File: config.mk
export PLATFORM = sky130hd
export DESIGN_NAME = jtmikie_romslot_flat
export DESIGN_NICKNAME = d
export VERILOG_FILES = /design/src/rtl/jtmikie_romslot_if.sv /design/src/rtl/jtmikie_romslot.sv /design/src/flat_wrapper.sv
export SDC_FILE = /design/constraint.sdc
export NUM_CORES = 1
export LEC_CHECK = 0
export BUFFER_PORTS_ARGS = -buffer_cell sky130_fd_sc_hd__buf_2
export CORE_AREA = 2 2 69 71
export CTS_BUF_LIST = sky130_fd_sc_hd__clkbuf_2 sky130_fd_sc_hd__clkbuf_4 sky130_fd_sc_hd__clkbuf_8
export CTS_CLUSTER_SIZE = 30
export DETAILED_ROUTE_END_ITERATION = 6
export DIE_AREA = 0 0 71 73
export PLACE_DENSITY = 0.84
export SLEW_MARGIN = 20
export SYNTH_ARGS = -nofsm -noshare
export SYNTH_HDL_FRONTEND = slang
export SYNTH_SLANG_ARGS = --single-unit
File: constraint.sdc
create_clock -name clk -period 4.8 [get_ports clk]
set_input_delay 0.48 -clock clk [delete_from_list [all_inputs] [get_ports clk]]
set_output_delay 0.48 -clock clk [all_outputs]
set_load 0.005 [all_outputs]
File: src/rtl/jtmikie_romslot_if.sv
// ROM slot bus: client byte request/response plus the SDRAM word-fetch handshake.
// The responder (jtmikie_romslot) uses the slave modport; client and arbiter models use master.
interface jtmikie_romslot_if #(
    parameter int AW = 13
);
    logic          slot_cs;
    logic [AW-1:0] slot_addr;
    logic [7:0]    slot_dout;
    logic          slot_ok;
    logic          sdram_req;
    logic [21:0]   sdram_addr;
    logic          sdram_ack;
    logic          sdram_dst;
    logic [15:0]   sdram_din;

    modport master (
        output slot_cs, slot_addr, sdram_ack, sdram_dst, sdram_din,
        input  slot_dout, slot_ok, sdram_req, sdram_addr
    );

    modport slave (
        input  slot_cs, slot_addr, sdram_ack, sdram_dst, sdram_din,
        output slot_dout, slot_ok, sdram_req, sdram_addr
    );
endinterface

File: src/rtl/jtmikie_romslot.sv
// ROM slot responder: byte requests served from a cached 16-bit SDRAM word (JTMIKIE_ROMSLOT_DBL_EN: 2 entries, LRU).
// Latency: hit -> slot_ok next cycle; miss -> slot_ok two cycles after the sdram_dst strobe.
// Backpressure: sdram_req/sdram_addr held until sdram_ack; an issued fetch always completes and is cached.
module jtmikie_romslot #(
    parameter int          AW     = 13,
    parameter logic [21:0] OFFSET = 22'h0,
    parameter bit          LATCH  = 1'b0
) (
    input  logic             clk,
    input  logic             rst_n,
    jtmikie_romslot_if.slave bus
);

`ifdef JTMIKIE_ROMSLOT_DBL_EN
    localparam int NE = 2;
`else
    localparam int NE = 1;
`endif

    typedef enum logic [1:0] {IDLE, REQ, WAIT} state_t;

    state_t        state;
    logic          cmp_cs;
    logic [AW-1:0] cmp_addr;
    logic [AW-2:0] cmp_tag;
    logic [AW-2:0] fetch_tag;
    logic [AW-2:0] tag  [NE];
    logic [15:0]   word [NE];
    logic [NE-1:0] valid;
    logic [NE-1:0] hit_vec;
    logic          hit;
    logic [15:0]   hit_word;
    logic          fill;
    logic          victim;
    logic          req_r;
    logic [21:0]   addr_r;
    logic          ok_r;
    logic [7:0]    dout_r;

    generate
        if (LATCH) begin : g_latch
            always_ff @(posedge clk) begin
                if (!rst_n) begin
                    cmp_cs   <= 1'b0;
                    cmp_addr <= '0;
                end else begin
                    cmp_cs   <= bus.slot_cs;
                    cmp_addr <= bus.slot_addr;
                end
            end
        end else begin : g_live
            assign cmp_cs   = bus.slot_cs;
            assign cmp_addr = bus.slot_addr;
        end
    endgenerate

    assign cmp_tag = cmp_addr[AW-1:1];

    always_comb begin
        hit_vec  = '0;
        hit_word = 16'h0;
        for (int i = 0; i < NE; i++) begin
            hit_vec[i] = cmp_cs & valid[i] & (tag[i] == cmp_tag);
            if (hit_vec[i]) hit_word = word[i];
        end
    end

    assign hit  = |hit_vec;
    // Data may land in the same cycle as the ack, so both states can complete a fill.
    assign fill = bus.sdram_dst & ((state == WAIT) | ((state == REQ) & bus.sdram_ack));

`ifdef JTMIKIE_ROMSLOT_DBL_EN
    logic lru;
    assign victim = lru;
`else
    assign victim = 1'b0;
`endif

    always_ff @(posedge clk) begin
        if (!rst_n) begin
            state  <= IDLE;
            req_r  <= 1'b0;
            addr_r <= '0;
            ok_r   <= 1'b0;
            dout_r <= '0;
            valid  <= '0;
`ifdef JTMIKIE_ROMSLOT_DBL_EN
            lru    <= 1'b0;
`endif
        end else begin
            ok_r <= hit;
            if (hit) dout_r <= cmp_addr[0] ? hit_word[15:8] : hit_word[7:0];

            case (state)
                IDLE: if (cmp_cs && !hit) begin
                    req_r     <= 1'b1;
                    addr_r    <= OFFSET + 22'(cmp_tag);
                    fetch_tag <= cmp_tag;
                    state     <= REQ;
                end
                REQ: if (bus.sdram_ack) begin
                    req_r <= 1'b0;
                    state <= fill ? IDLE : WAIT;
                end
                WAIT: if (fill) state <= IDLE;
                default: state <= IDLE;
            endcase

`ifdef JTMIKIE_ROMSLOT_DBL_EN
            if (hit)  lru <= hit_vec[0];
            if (fill) lru <= ~victim;
`endif
            // The tag comes from the issued fetch, not the live address, which may have moved on.
            for (int i = 0; i < NE; i++) begin
                if (fill && (i == int'(victim))) begin
                    tag[i]   <= fetch_tag;
                    word[i]  <= bus.sdram_din;
                    valid[i] <= 1'b1;
                end
            end
        end
    end

    assign bus.sdram_req  = req_r;
    assign bus.sdram_addr = addr_r;
    assign bus.slot_ok    = ok_r;
    assign bus.slot_dout  = dout_r;

endmodule

File: src/flat_wrapper.sv
// flat-port wrapper written by rule: the top's interface ports become plain ports
module jtmikie_romslot_flat 
#(
    parameter int          AW     = 13,
    parameter logic [21:0] OFFSET = 22'h0,
    parameter bit          LATCH  = 1'b0
)
  (clk, rst_n, bus_slot_cs, bus_slot_addr, bus_sdram_ack, bus_sdram_dst, bus_sdram_din, bus_slot_dout, bus_slot_ok, bus_sdram_req, bus_sdram_addr);
  jtmikie_romslot_if #(.AW(AW)) bus_i ();
  input  logic clk;
  input  logic rst_n;
  input wire logic [$bits(bus_i.slot_cs)-1:0] bus_slot_cs;
  input wire logic [$bits(bus_i.slot_addr)-1:0] bus_slot_addr;
  input wire logic [$bits(bus_i.sdram_ack)-1:0] bus_sdram_ack;
  input wire logic [$bits(bus_i.sdram_dst)-1:0] bus_sdram_dst;
  input wire logic [$bits(bus_i.sdram_din)-1:0] bus_sdram_din;
  output wire logic [$bits(bus_i.slot_dout)-1:0] bus_slot_dout;
  output wire logic [$bits(bus_i.slot_ok)-1:0] bus_slot_ok;
  output wire logic [$bits(bus_i.sdram_req)-1:0] bus_sdram_req;
  output wire logic [$bits(bus_i.sdram_addr)-1:0] bus_sdram_addr;
  assign bus_i.slot_cs = bus_slot_cs;
  assign bus_i.slot_addr = bus_slot_addr;
  assign bus_i.sdram_ack = bus_sdram_ack;
  assign bus_i.sdram_dst = bus_sdram_dst;
  assign bus_i.sdram_din = bus_sdram_din;
  assign bus_slot_dout = bus_i.slot_dout;
  assign bus_slot_ok = bus_i.slot_ok;
  assign bus_sdram_req = bus_i.sdram_req;
  assign bus_sdram_addr = bus_i.sdram_addr;
  jtmikie_romslot #(.AW(AW), .OFFSET(OFFSET), .LATCH(LATCH)) u_core (.clk(clk), .rst_n(rst_n), .bus(bus_i));
endmodule
# Word level (Yosys, flattened, before mapping)
# Memories as Yosys holds them, arrays and structs flattened.
# Cells that the tools add are included.
# classes
eq_ne	6
bitwise_logic	5
n_mux	12
n_reduce_logical	8
# ops
operator	n
== test 12 bit	1
AND reduction 3 bit	3
2-to-1 mux 2 bit	4
2-to-1 mux 8 bit	1
case mux 2 bit (3 select lines)	1
2-to-1 mux 1 bit	5
AND 1 bit	4
!= test 2 x 1 -> 1 bit, second input constant	2
== test 2 x 1 -> 1 bit, second input constant	1
== test 2 bit, second input constant	1
logical NOT 2 bit	1
!= test 2 bit, second input constant	1
case mux 1 bit (2 select lines)	1
AND reduction 2 bit	1
nonzero test 2 bit	1
logical AND 1 bit	1
logical NOT 1 bit	1
OR 1 bit	1
# totals
n_memories	2
output_inout_bits	32
input_bits	34
mem_bits_rw	28
regBits	37
# mem_list
name	depth	width	read_ports	rd_clocked_by_memory_dff	wr	line	rtl
u_core.word	1	16	1	0	1	jtmikie_romslot.sv:28	logic [15:0] word [NE];
u_core.tag	1	12	1	0	1	jtmikie_romslot.sv:27	logic [AW-2:0] tag [NE];

# Depth between registers and ports, before layout
# logic_depth
ltp_word	7
mapped_depth	7
ltp_nobuf	5

# Least setup slack after synthesis
# OpenSTA, ideal clock, no wires.
# synth_path
kind	input to register
from	in bus_slot_addr[9]
to	reg u_core.fetch_tag[0], enable pin
t_required_ps	4420
slack_ps	2723
stages	6
arrival_ps	1697
path_buffers	1
setup_time_ps	380
cell_sequence	xnor2_1 > nand4_1 > or4_1 > buf_2 > nand3_1 > nor2_1
# synth_via
elab_chain_cells	5
# synth_rtl
item	line	rtl
from (decl)	flat_wrapper.sv:13	input wire logic [$bits(bus_i.slot_addr)-1:0] bus_slot_addr;
== test 12 bit	jtmikie_romslot.sv:63	hit_vec[i] = cmp_cs & valid[i] & (tag[i] == cmp_tag);
AND 1 bit	jtmikie_romslot.sv:63	
logical NOT 1 bit	jtmikie_romslot.sv:95	IDLE: if (cmp_cs && !hit) begin
logical AND 1 bit	jtmikie_romslot.sv:95	
AND reduction 3 bit (no source line)	n/a	
to (signal assigned)	jtmikie_romslot.sv:98	fetch_tag <= cmp_tag;
to (decl)	jtmikie_romslot.sv:26	logic [AW-2:0] fetch_tag;
# No other way between the ends.
# A chain may end at the register's enable or synchronous reset.

# Worst setup path after layout
# layout_path
from	mem u_core.tag[0][4] (netlist name)
to	reg u_core.fetch_tag[10], enable pin
# layout_via
elab_chain_cells	6
# layout_rtl
item	line
from (decl)	jtmikie_romslot.sv:27
memory read (1 x 12 bit)	n/a
== test 12 bit	jtmikie_romslot.sv:63
AND 1 bit	jtmikie_romslot.sv:63
logical NOT 1 bit	jtmikie_romslot.sv:95
logical AND 1 bit	jtmikie_romslot.sv:95
AND reduction 3 bit (no source line)	n/a
# No other way between the ends.

==> impl_metrics.toml <==
[run_status]
outcome = "complete, no violations"

[route]
vias = 1422
antenna_left = 0
drt_wl_total_microns = 4093
via_per_inst = 4.804
drc = 0
firstDrtPassIters = 4
first_iter_violations = 69
detail_route.wl_per_cell_microns = 13.83

[critical_path]
cp_slowest_cell = "nor2_1"
slowest_delay_ns = 0.83
path_buf_inv = 0
regToRegEndpoint = "u_core.fetch_tag[10]"
crit_type = "flop to flop"
crit_fanout = 12
crit_chain = "xnor2_1, nand4_1, or4_1, nand3_1, nor2_1"
end_kind = "flop"
crit-reg2reg-launch = "u_core.tag[0][4]"
startpoint_type = "flop"
r2r_cells = 5
crit_family = "simple AND/OR/NAND/NOR gates"
crit_arrival_ns = 2.53
r2r_slack_ns = 2.22
required_ns = 4.75
crit_start = "u_core.tag[0][4]"

[power_and_ir_drop]
intPower_mw = 0.9286
max-vdd-ir-drop_v = 0.0002397
swShare_pct = 19.83
leakage_nw = 1.267
p_sw_mw = 0.2297
pwr-share-seq_pct = 53.4
comb_power_share_pct = 6.0
powerDensity_nw_per_um2 = 394.3
p_clk_share_pct = 40.6

[floorplan]
die_area_sq_um = 5183
rows = 25
die_w_microns = 71
dieHeight_microns = 73
core_sq_um = 4536
floorplan.initialDensity_pct = 54.21
io_pins = 66

[sta]
whs_ns = 0.3269
finalCriticalPeriod_ns = 2.579
finalMaxSlewViolations = 0
max_freq_mhz = 387.8
rsz0062_at_grt = "false"
setup_violations = 0
tightest_slew_ns = 1.040
period_share_pct = 53.73
tns_ns = 0
clock_skew_ns = 0.003293
hold_viol = 0
relSlewSlack_pct = 30.39

[global_route]
antenna_found_initial = 0
grt_pass1_wl_microns = 6479
grt_max_degree = 30
overflow = 0
grt_pass1_vias = 1355
grt_usage_pct = 17.14

[placement]
place.gp.congestion = 0.7252
hpwl_microns = 2803
io_buffers = 55

[synth]
ys_ff_latch = 65
yosysSeqAreaShare_pct = 69.21
synth_area_sq_um = 2459
syn_area_per_cell_sq_um = 13.74
ys_warn_count = 0
ys_types = 24
synthCells = 179

[finish]
antenna_cells = 0
drive_above_1_share_pct = 32.64
fin_nets = 271
area_delta_synth_final_pct = 19.49

[clock_network]
ctsRootBufferMaster = "clkbuf_8"
cts_hold_buf = 0
tritoncts = "done"
cts-buffers-inserted = 9
htreeDepth = 3
clk_latency_ns = 0.32
clock_sinks = 65
clk_path_buf_depth = 2
clk_pin_slew_ns = 0.06
cts_setup_buffers = 0
cts-resized-gates = 0

[hold_path]
whs_path_depth = 1
hold_end = "u_core.word[0][8]"
hp-class = "primary input to flop"
holdCritStartpoint = "bus_sdram_din[8]"

[flow_run]
max-cap-violations = 0
## layer usage
layer | GRT usage, % | routed length [microns]
met1 | 22.48 | 1850
met2 | 24.30 | 1852
met3 | 7.873 | 332
met4 | 8.176 | 57
met5 | 0 | 0
## synth_stat cells
cell type	number	area share, %
edfxtp_1	40	49
nand2_1	27	4.1
dfxtp_1	25	20
mux2i_1	20	8.1
nor2_1	12	1.8
xnor2_1	12	4.3
buf_4	10	3.1
mux2_2	8	3.7
clkbuf_1	4	0.61
nand3_1	3	0.61
a21oi_1	2	0.41
and3_1	2	0.51
buf_2	2	0.41
nand4_1	2	0.51
a21o_1	1	0.31
buf_1	1	0.15
buf_6	1	0.46
conb_1	1	0.15
inv_1	1	0.15
nand2b_1	1	0.25
nand3b_1	1	0.31
o21ai_0	1	0.20
or3b_2	1	0.36
or4_1	1	0.31
## area by class of cell
class                      count  area [sq um]
sequential                    65          1702
clock buffer                  13         172.7
multi-input combinational    104         671.9
fill                         345          1598
tap                           54         67.56
clock inverter                 3         37.54
timing repair buffer          56         282.8
inverter                       1         3.754
## cells by family after synthesis
| group | synth area share (%) |
|---|---|
| flip-flops | 69.21 |
| AND/OR/NAND/NOR | 8.804 |
| multiplexers | 11.81 |
| buffers and inverters | 4.834 |
| XOR/XNOR | 4.275 |
| AO/OA/AOI/OAI | 0.9160 |
| other | 0.1525 |
## through the flow
step	worst slack, ns	power [mW]	utilization (%)	std cells	instance area (sq um)
floorplan	2.723	0.6751	-	188	2492
global placement	2.146	0.6977	60.14	280	2728
detailed placement	2.049	0.7004	60.14	280	2728
CTS	2.193	1.173	64.77	296	2938
global route	2.036	1.206	64.77	296	2938
finish	2.221	1.158	64.77	296	2938
## worst max-delay path by stage
stage	to	slack [ns]	cells past startpoint
final	u_core.fetch_tag[10]	2.22	5
after global routing	u_core.fetch_tag[6]	2.04	5
after CTS	u_core.fetch_tag[3]	2.19	5
after detailed placement	u_core.fetch_tag[5]	2.05	6
after global placement	u_core.fetch_tag[5]	2.15	6
after floorplan	u_core.fetch_tag[0]	2.72	6
## worst register-to-register path: stages, from the launching register on
cell,delay [ns]
edfxtp_1,0.42
xnor2_1,0.15
nand4_1,0.11
or4_1,0.47
nand3_1,0.22
nor2_1,0.83
## cell usage in the layout, fill, tap and decap left out
| master | instances |
|---|---|
| buf_2 | 55 |
| edfxtp_1 | 40 |
| nand2_1 | 27 |
| dfxtp_1 | 25 |
| mux2i_1 | 20 |
| xnor2_1 | 12 |
| nor2_1 | 12 |
| clkbuf_8 | 12 |
| conb_1 | 10 |
| mux2_2 | 8 |
| nand3_1 | 3 |
| nand4_1 | 2 |
| and3_1 | 2 |
| a21oi_1 | 2 |
| clkinv_1 | 2 |
| inv_1 | 1 |
| or4_1 | 1 |
| nand3b_1 | 1 |
| nand2b_1 | 1 |
| or3b_2 | 1 |
| o21ai_0 | 1 |
| a21o_1 | 1 |
| bufinv_16 | 1 |
| clkbuf_4 | 1 |
| buf_4 | 1 |
## power groups by stage
| stage | registers (mW) | clock network [mW] | logic [mW] |
|---|---|---|---|
| floorplan | 0.630 | 0 | 0.0453 |
| global placement | 0.629 | 0 | 0.0687 |
| detailed placement | 0.630 | 0 | 0.0703 |
| CTS | 0.618 | 0.484 | 0.0707 |
| global route | 0.619 | 0.509 | 0.0779 |
| finish | 0.618 | 0.471 | 0.0694 |
## registers in the layout, summed over array words and instances (netlist names)
signal,flops
u_core.bus.slot_dout,8
u_core.bus.slot_ok,1
u_core.bus.sdram_req,1
u_core.word,16
u_core.bus.sdram_addr,12
u_core.valid,1
u_core.state,2
u_core.fetch_tag,12
u_core.tag,12
Note: power is estimated with default switching activity, not from simulation.
